==> src/rtl/clink_arbiter.sv <==
// clink_arbiter: round-robin N:1 arbiter feeding one registered UMI output word per cycle.
// Define CLINK_ARB_WATCHDOG_EN to add the sticky output-stall watchdog (stall_err).
module clink_arbiter #(
    parameter int N       = 4,
    parameter int DW      = 256,
    parameter int TIMEOUT = 1024
) (
    input  logic            umi_out_clk,
    input  logic            umi_out_nreset,
    input  logic [N-1:0]    enable,
    input  logic [N-1:0]    in_valid,
    input  logic [N*DW-1:0] in_data,
    output logic [N-1:0]    in_ready,
    output logic            out_valid,
    output logic [DW-1:0]   out_data,
    input  logic            out_ready,
    output logic [N-1:0]    grant,
    output logic            stall_err
);
    localparam int PW = $clog2(N);

    logic [PW-1:0] ptr;
    logic [PW-1:0] win;
    logic [N-1:0]  req;
    logic          hit;
    logic          load;

    assign load = ~out_valid | out_ready;
    assign req  = in_valid & enable;

    // Search starts just past the last winner so every requester is reached within N transfers.
    always_comb begin
        logic [PW-1:0] idx;
        idx = '0;
        win = ptr;
        hit = 1'b0;
        for (int k = 1; k <= N; k++) begin
            idx = PW'((int'(ptr) + k) % N);
            if (!hit && req[idx]) begin
                win = idx;
                hit = 1'b1;
            end
        end
    end

    assign in_ready = (load && hit) ? ({{(N-1){1'b0}}, 1'b1} << win) : '0;

    always_ff @(posedge umi_out_clk or negedge umi_out_nreset) begin
        if (!umi_out_nreset) begin
            out_valid <= 1'b0;
            out_data  <= '0;
            grant     <= '0;
            ptr       <= PW'(N - 1);
        end else if (load) begin
            out_valid <= hit;
            if (hit) begin
                out_data <= in_data[int'(win)*DW +: DW];
                grant    <= in_ready;
                ptr      <= win;
            end
        end
    end

`ifdef CLINK_ARB_WATCHDOG_EN
    localparam int CW = $clog2(TIMEOUT + 1);

    logic [CW-1:0] cnt;

    always_ff @(posedge umi_out_clk or negedge umi_out_nreset) begin
        if (!umi_out_nreset) begin
            cnt       <= '0;
            stall_err <= 1'b0;
        end else if (out_valid && !out_ready) begin
            if (cnt != CW'(TIMEOUT)) cnt <= cnt + 1'b1;
            if (cnt == CW'(TIMEOUT - 1)) stall_err <= 1'b1;
        end else begin
            cnt <= '0;
        end
    end
`else
    assign stall_err = 1'b0;
`endif
endmodule
==> config.mk <==
export PLATFORM = sky130hd
export DESIGN_NAME = clink_arbiter
export DESIGN_NICKNAME = d
export VERILOG_FILES = /design/src/rtl/clink_arbiter.sv
export SDC_FILE = /design/constraint.sdc
export NUM_CORES = 1
export LEC_CHECK = 0
export CAP_MARGIN = 20
export CELL_PAD_IN_SITES_DETAIL_PLACEMENT = 1
export CELL_PAD_IN_SITES_GLOBAL_PLACEMENT = 1
export CORE_AREA = 2 2 508 510
export DETAILED_ROUTE_END_ITERATION = 10
export DIE_AREA = 0 0 510 512
export HOLD_SLACK_MARGIN = 0.1
export PLACE_DENSITY = 0.36
export SETUP_SLACK_MARGIN = 0.15
export SLEW_MARGIN = 40
export SYNTH_ARGS = -nofsm -noshare
export SYNTH_HDL_FRONTEND = slang
export SYNTH_SLANG_ARGS = --single-unit
==> constraint.sdc <==
create_clock -name umi_out_clk -period 2.4 [get_ports umi_out_clk]
set_clock_uncertainty 0.15 [all_clocks]
set_input_delay 0.48 -clock umi_out_clk [delete_from_list [all_inputs] [get_ports umi_out_clk]]
set_output_delay 0.48 -clock umi_out_clk [all_outputs]
set_load 0.005 [all_outputs]
# Word-level counts from Yosys, hierarchy flattened
# Index checks and enable logic that the tools add are counted.
# W data, S select, Z words.
# classes
n_addsub	4
n_mux	17
div	0
n_mul	0
n_eq_ne	0
n_bitwise	3
magnitude_cmp	4
shifts	2
reduce_logical	8
# op_table
operator	count
$shiftx A1024 B11 Y256	1
$lt A2 B3 Y1 const B	4
$bmux W1 S2	4
$mux W1	8
$mux W2	4
$add A2 B1 Y2 const B	2
$add A2 B2 Y2 const B	2
$and A4 B4 Y4	1
$logic_and A1 B1 Y1	4
$mux W4	1
$shl A1 B2 Y4 const A	1
$logic_not A1 Y1	3
$reduce_and A2 Y1	1
$not A1 Y1	1
$or A1 B1 Y1	1
# totals
wordCells	42
ff_bits	263
out_inout_bits	266
ramBits	0
latch_bits	0
mem_count	0
rom_bits	0

# Logic depth before layout (Yosys ltp)
# logic_depth
ltp_word	15
mapped_depth	10
ltp_nobuf	5

# Worst setup path after synthesis
# No wires, ideal clock.
# synth_path
path_type	input to output
from	in in_valid[0]
to	out in_ready[0]
slack_ps	79
t_arrival_ps	1691
required_time_ps	1770
cell_stages	6
cell_sequence	a22oi_2 -> nor2b_1 -> o311ai_4 -> clkbuf_1 -> buf_2 -> nor2_1
# synth_between
elab_chain_cells	15
elab_cells_between_ends	26
classes_between	1 x shift; 17 x mux; 1 x bitwise; 7 x reduce/logical
# synth_rtl
element	line_no	text
from (decl)	11	input logic [N-1:0] in_valid,
$and A4 B4 Y4 (*)	29	assign req = in_valid & enable;
$bmux W1 S2	39	if (!hit && req[idx]) begin
$mux W1 (implied by the code)	39	
$mux W1	39	
$logic_not A1 Y1	39	
$logic_and A1 B1 Y1	39	
$mux W1	39	
$logic_not A1 Y1	39	
$logic_and A1 B1 Y1	39	
$mux W1	39	
$logic_not A1 Y1	39	
$logic_and A1 B1 Y1	39	
$mux W2 or $mux W1 (tied branches)	39	
$shl A1 B2 Y4 or $logic_and A1 B1 Y1 (tied branches)	46	assign in_ready = (load && hit) ? ({{(N-1){1'b0}}, 1'b1} << win) : '0;
$mux W4 (*)	46	
to (decl)	13	output logic [N-1:0] in_ready,
# Mark *: on every way between the ends. The rest lies on a longest branch, timed or not. The select of a mux whose other input is x is not followed.

# Worst setup path in the final report
# layout_path
from	reg ptr[1]
to	out in_ready[1]
# layout_between
elab_chain_cells	15
elab_cells_between_ends	29
classes_between	4 x add/sub; 1 x shift; 17 x mux; 7 x reduce/logical
# layout_rtl
element	line_no	text
from (decl)	22	logic [PW-1:0] ptr;
from (signal assigned)	53	ptr <= PW'(N - 1);
from (signal assigned)	59	ptr <= win;
$add A2 B1 Y2	38	idx = PW'((int'(ptr) + k) % N);
$bmux W1 S2	39	
$mux W1 (implied by the code)	39	
$mux W1	39	
$logic_not A1 Y1	39	
$logic_and A1 B1 Y1	39	
$mux W1	39	
$logic_not A1 Y1	39	
$logic_and A1 B1 Y1	39	
$mux W1	39	
$logic_not A1 Y1	39	
$logic_and A1 B1 Y1	39	
$mux W2 or $mux W1 (tied branches)	39	
$shl A1 B2 Y4 or $logic_and A1 B1 Y1 (tied branches)	46	
$mux W4 (*)	46	
# Marked as above.

==> PnR_summary.wiki <==
{| class="wikitable"
! Metric !! Value
|-
| Run status || finished, violations left
|-
| Violated checks || negative setup slack
|-
| Global-route total usage across every layer || approximately 15%
|-
| Signal arrival time at the worst endpoint || approximately 2.4 ns
|-
| Share of the core filled with cells || ~17%
|-
| Max Slew Vio Count || 0
|-
| Effective utilization at floorplan || 6.24%
|-
| Routed vias || between 20,000 and 25,000
|-
| Number of cell instances on the worst register-to-register path || 14
|-
| Core area || between 200,000 and 300,000 µm²
|-
| Met1 global-route usage || between 10% and 20%
|-
| Cell at the root of the clock tree || sky130_fd_sc_hd__clkbuf_16
|-
| Die span in y || roughly 510 µm
|-
| Maximum clock frequency || around 330 MHz
|-
| Post-route DRC || 0
|-
| Largest net degree at the start of global routing || slightly above 60
|-
| TritonRoute pass-1 iters || 4
|-
| Mapped Nets || between 2,000 and 3,000
|-
| First-pass GRT wire length || between 200,000 and 250,000 µm
|-
| Main area contributors after synthesis || sky130_fd_sc_hd__dfrtp_1 (41%), sky130_fd_sc_hd__mux2i_1 (32%), sky130_fd_sc_hd__o221ai_1 (14%), sky130_fd_sc_hd__nand2_1 (6.3%), sky130_fd_sc_hd__clkbuf_1 (1.7%)
|-
| Leakage component of the power || approximately 19 nW
|-
| Ys async rst share || 100%
|-
| Endpoint of the lowest-slack register-to-register path || out_data[231]
|-
| # port buffers || about 1,300
|-
| Critical-path maximum fanout || 5
|-
| Routed Antenna Nets || 0
|-
| Commonest register cell after synthesis || sky130_fd_sc_hd__dfrtp_1
|-
| Clock transition time at the flip-flop clock pins of the worst setup and hold paths || 0.06 ns
|-
| Cell with the most instances after synthesis || sky130_fd_sc_hd__mux2i_1
|-
| Average wire per standard cell || 30.9 µm
|-
| Power per cell area || between 1000 and 1500 nW/µm²
|-
| Cell taking the most area after synthesis || sky130_fd_sc_hd__dfrtp_1
|-
| Die W || 510 µm
|-
| CTS HTree Levels || 2
|-
| Ys Warns || 0
|-
| Top-level port count || 1,301
|-
| Post-synth EDFFs || 0
|-
| Final hold violations || 0
|-
| Reg2Reg Setup Slack || -0.57 ns
|-
| Final Cycle Share || 125%
|-
| Required @ worst endpoint || ~1.8 ns
|-
| Total CTS buffers || 43
|-
| Kind of end point of the critical path || output pin
|-
| Number of distinct library cells after synthesis || 27
|-
| Total design power || between 0.04 and 0.05 W
|-
| Number of global-route vias before repair || about 22,000
|-
| Post-synth top cells || sky130_fd_sc_hd__mux2i_1 (512), sky130_fd_sc_hd__nand2_1 (269), sky130_fd_sc_hd__dfrtp_1 (261)
|-
| Insertion delay of the later-clocked pin in the worst-skew pair || between 0.6 and 0.7 ns
|-
| Min Tclk post-route || ~3 ns
|-
| Crit Reg-Reg Startpoint || ptr[0]
|-
| Filler instances || approximately 29,000
|-
| Placer congestion estimate || 0.826
|-
| CP startpoint kind || flip-flop
|-
| Synthesis-to-layout area growth || 179%
|-
| Total grt overflow || 0
|-
| Mean cell area of the mapped netlist || 10.8 µm²
|-
| CP Capture Point || in_ready[1]
|-
| Worst relative slew slack || between 50% and 60%
|-
| TritonCTS clock tree || done
|-
| Final Worst Setup Slack || -0.610 ns
|-
| Synth top area share || 40.9%
|-
| Path category of the worst min-delay check || in2async
|-
| Count of routing violations after the opening detailed-route iteration || slightly above 1,000
|-
| Row cnt || 186
|-
| Setup-failing EPs final || 266
|-
| Total standard cell area after synthesis || about 16,000 µm²
|-
| Worst vdd rail ir drop || ~0.00047 V
|-
| Post-synthesis sequential element count || roughly 260
|-
| Maxcap violations || 0
|-
| Met2 layer usage reported by global route || roughly a quarter
|-
| Fraction of the yosys area taken by sequential cells || 41.2%
|-
| Total length of routed wires || approximately 200,000 µm
|-
| Sum of negative setup slack || -114.44 ns
|-
| Routed via count divided by cell count || roughly 3.2
|-
| Most Used Layer, Global Route || met2
|-
| Clock Sinks || between 200 and 300
|-
| Final net count || ~4,200
|-
| Transition at the pin with the smallest max-transition slack || between 0.6 and 0.7 ns
|-
| HPWL after detailed placement || roughly 170,000 µm
|-
| Total Die Area || 261,000 µm²
|-
| Crit. Startpoint || ptr[1]
|-
| Mapped Cells || ~1,500
|-
| Number of buffers on the longest clock path || 3
|-
| Share of layout cells above drive strength 1 || between 30% and 40%
|-
| Type of the setup path with the least slack || reg2out
|-
| Grt met3 use || between 7 and 8%
|-
| Initial antenna violation count || roughly 130
|-
| Unrepaired setup endpoints after global routing || yes
|}
[where the power goes]
group,switching [W],internal (W)
combinational,0.0147,0.0175
sequential,0.00182,0.00667
clock,0.00284,0.00408
total,0.0194,0.0282
[layer usage]
metal | vias up | wire [µm]
met5 | - | 561
met4 | 82 | 4720
met3 | 232 | 24400
met2 | 1058 | 96600
met1 | 10300 | 77700
li1 | 9133 | -
[cell type report]
type                            instances  area [µm²]  area share [%]
Timing Repair Buffer                 1765       20100            45.2
Multi-Input combinational cell       1067       12000            27.0
Sequential cell                       263        6590            14.8
Tap cell                             3384        4230            9.51
Clock buffer                           58        1250            2.81
Clock inverter                         19         218           0.489
Antenna cell                           39        97.6           0.219
[critical path, stage by stage, from the launching register on]
cell and delay, ns:
sky130_fd_sc_hd__dfstp_2 0.61, sky130_fd_sc_hd__buf_4 0.16, sky130_fd_sc_hd__buf_4 0.15, sky130_fd_sc_hd__o311ai_4 0.12
sky130_fd_sc_hd__buf_12 0.16, sky130_fd_sc_hd__buf_12 0.12, sky130_fd_sc_hd__nor2_4 0.19, sky130_fd_sc_hd__buf_6 0.13
sky130_fd_sc_hd__buf_6 0.10
[sequential cells by signal, indices dropped and copies added (netlist names)]
register / count
out_data: 256
grant: 4
ptr: 2
out_valid: 1
[per-stage QoR]
step | hold slack [ns] | cells | instance area (µm²) | setup slack [ns]
2_1_floorplan | 0.0344 | 1475 | 16000 | 0.153
3_3_place_gp | 0.317 | 6253 | 34700 | -1.71
3_5_place_dp | 0.322 | 6253 | 34700 | -1.62
4_1_cts | 0.205 | 6469 | 40300 | -0.726
5_1_grt | 0.236 | 6569 | 44500 | -0.769
6_report | 0.246 | 6595 | 44500 | -0.610
[cells in the final DEF (no fill, tap or decap), types with 2 or more instances in the layout]
cell	Yosys	routed
sky130_fd_sc_hd__diode_2	0	39
sky130_fd_sc_hd__clkbuf_1	73	3
sky130_fd_sc_hd__clkbuf_16	0	56
sky130_fd_sc_hd__buf_6	17	127
sky130_fd_sc_hd__buf_2	31	2
sky130_fd_sc_hd__mux2i_2	0	91
sky130_fd_sc_hd__nand2_4	0	8
sky130_fd_sc_hd__nand2_2	0	15
sky130_fd_sc_hd__buf_4	23	153
sky130_fd_sc_hd__dfrtp_2	0	5
sky130_fd_sc_hd__and3_4	0	2
sky130_fd_sc_hd__buf_12	0	103
sky130_fd_sc_hd__o21ai_1	1	3
sky130_fd_sc_hd__clkbuf_2	0	5
sky130_fd_sc_hd__o21ai_2	0	3
sky130_fd_sc_hd__o221ai_1	256	125
sky130_fd_sc_hd__clkbuf_8	0	12
sky130_fd_sc_hd__o221ai_2	0	131
sky130_fd_sc_hd__dfstp_2	2	2
sky130_fd_sc_hd__nand2_1	269	245
sky130_fd_sc_hd__bufinv_16	0	4
sky130_fd_sc_hd__buf_8	0	42
sky130_fd_sc_hd__clkinv_2	0	8
sky130_fd_sc_hd__a22oi_2	2	2
sky130_fd_sc_hd__clkinvlp_4	0	3
sky130_fd_sc_hd__dfrtp_1	261	256
sky130_fd_sc_hd__clkdlybuf4s50_1	0	1095
sky130_fd_sc_hd__nor2_4	0	4
sky130_fd_sc_hd__dlymetal6s2s_1	0	175
sky130_fd_sc_hd__inv_6	0	3
sky130_fd_sc_hd__mux2i_4	0	165
sky130_fd_sc_hd__mux2i_1	512	256
sky130_fd_sc_hd__nor3_2	0	2
sky130_fd_sc_hd__buf_16	0	49
[logic make-up (layout without fill, tap and decap cells)]
group / Yosys count / after routing / synth area share [%]
flip-flops: 263 / 263 / 41.2
other: 1 / 40 / 0.0235
buffers and inverters: 145 / 1842 / 4.99
AO/OA/AOI/OAI: 270 / 270 / 14.9
AND/OR/NAND/NOR: 284 / 284 / 6.82
multiplexers: 512 / 512 / 32.1
[repair_timing]
action / 4_1_cts / 5_1_grt
endpoints found under the setup margin: 453 / 446
gates resized for setup: 526 / 700
hold endpoints to repair: 141 / 0
cloned: 31 / 15
pin swaps: 43 / 123
buffers inserted: 107 / 72
hold buffers: 1 / 0
[how the worst min path moves through the flow]
stage | startpoint | endpoint | cells past startpoint
floorplan | umi_out_nreset | grant[0] | 0
global placement | grant[1] | grant[1] | 2
detailed placement | out_data[250] | out_data[250] | 2
CTS | umi_out_nreset | out_data[222] | 2
global route | umi_out_nreset | out_data[222] | 2
finish | umi_out_nreset | out_data[222] | 2
No activity file was read; power rests on OpenSTA's default activity.
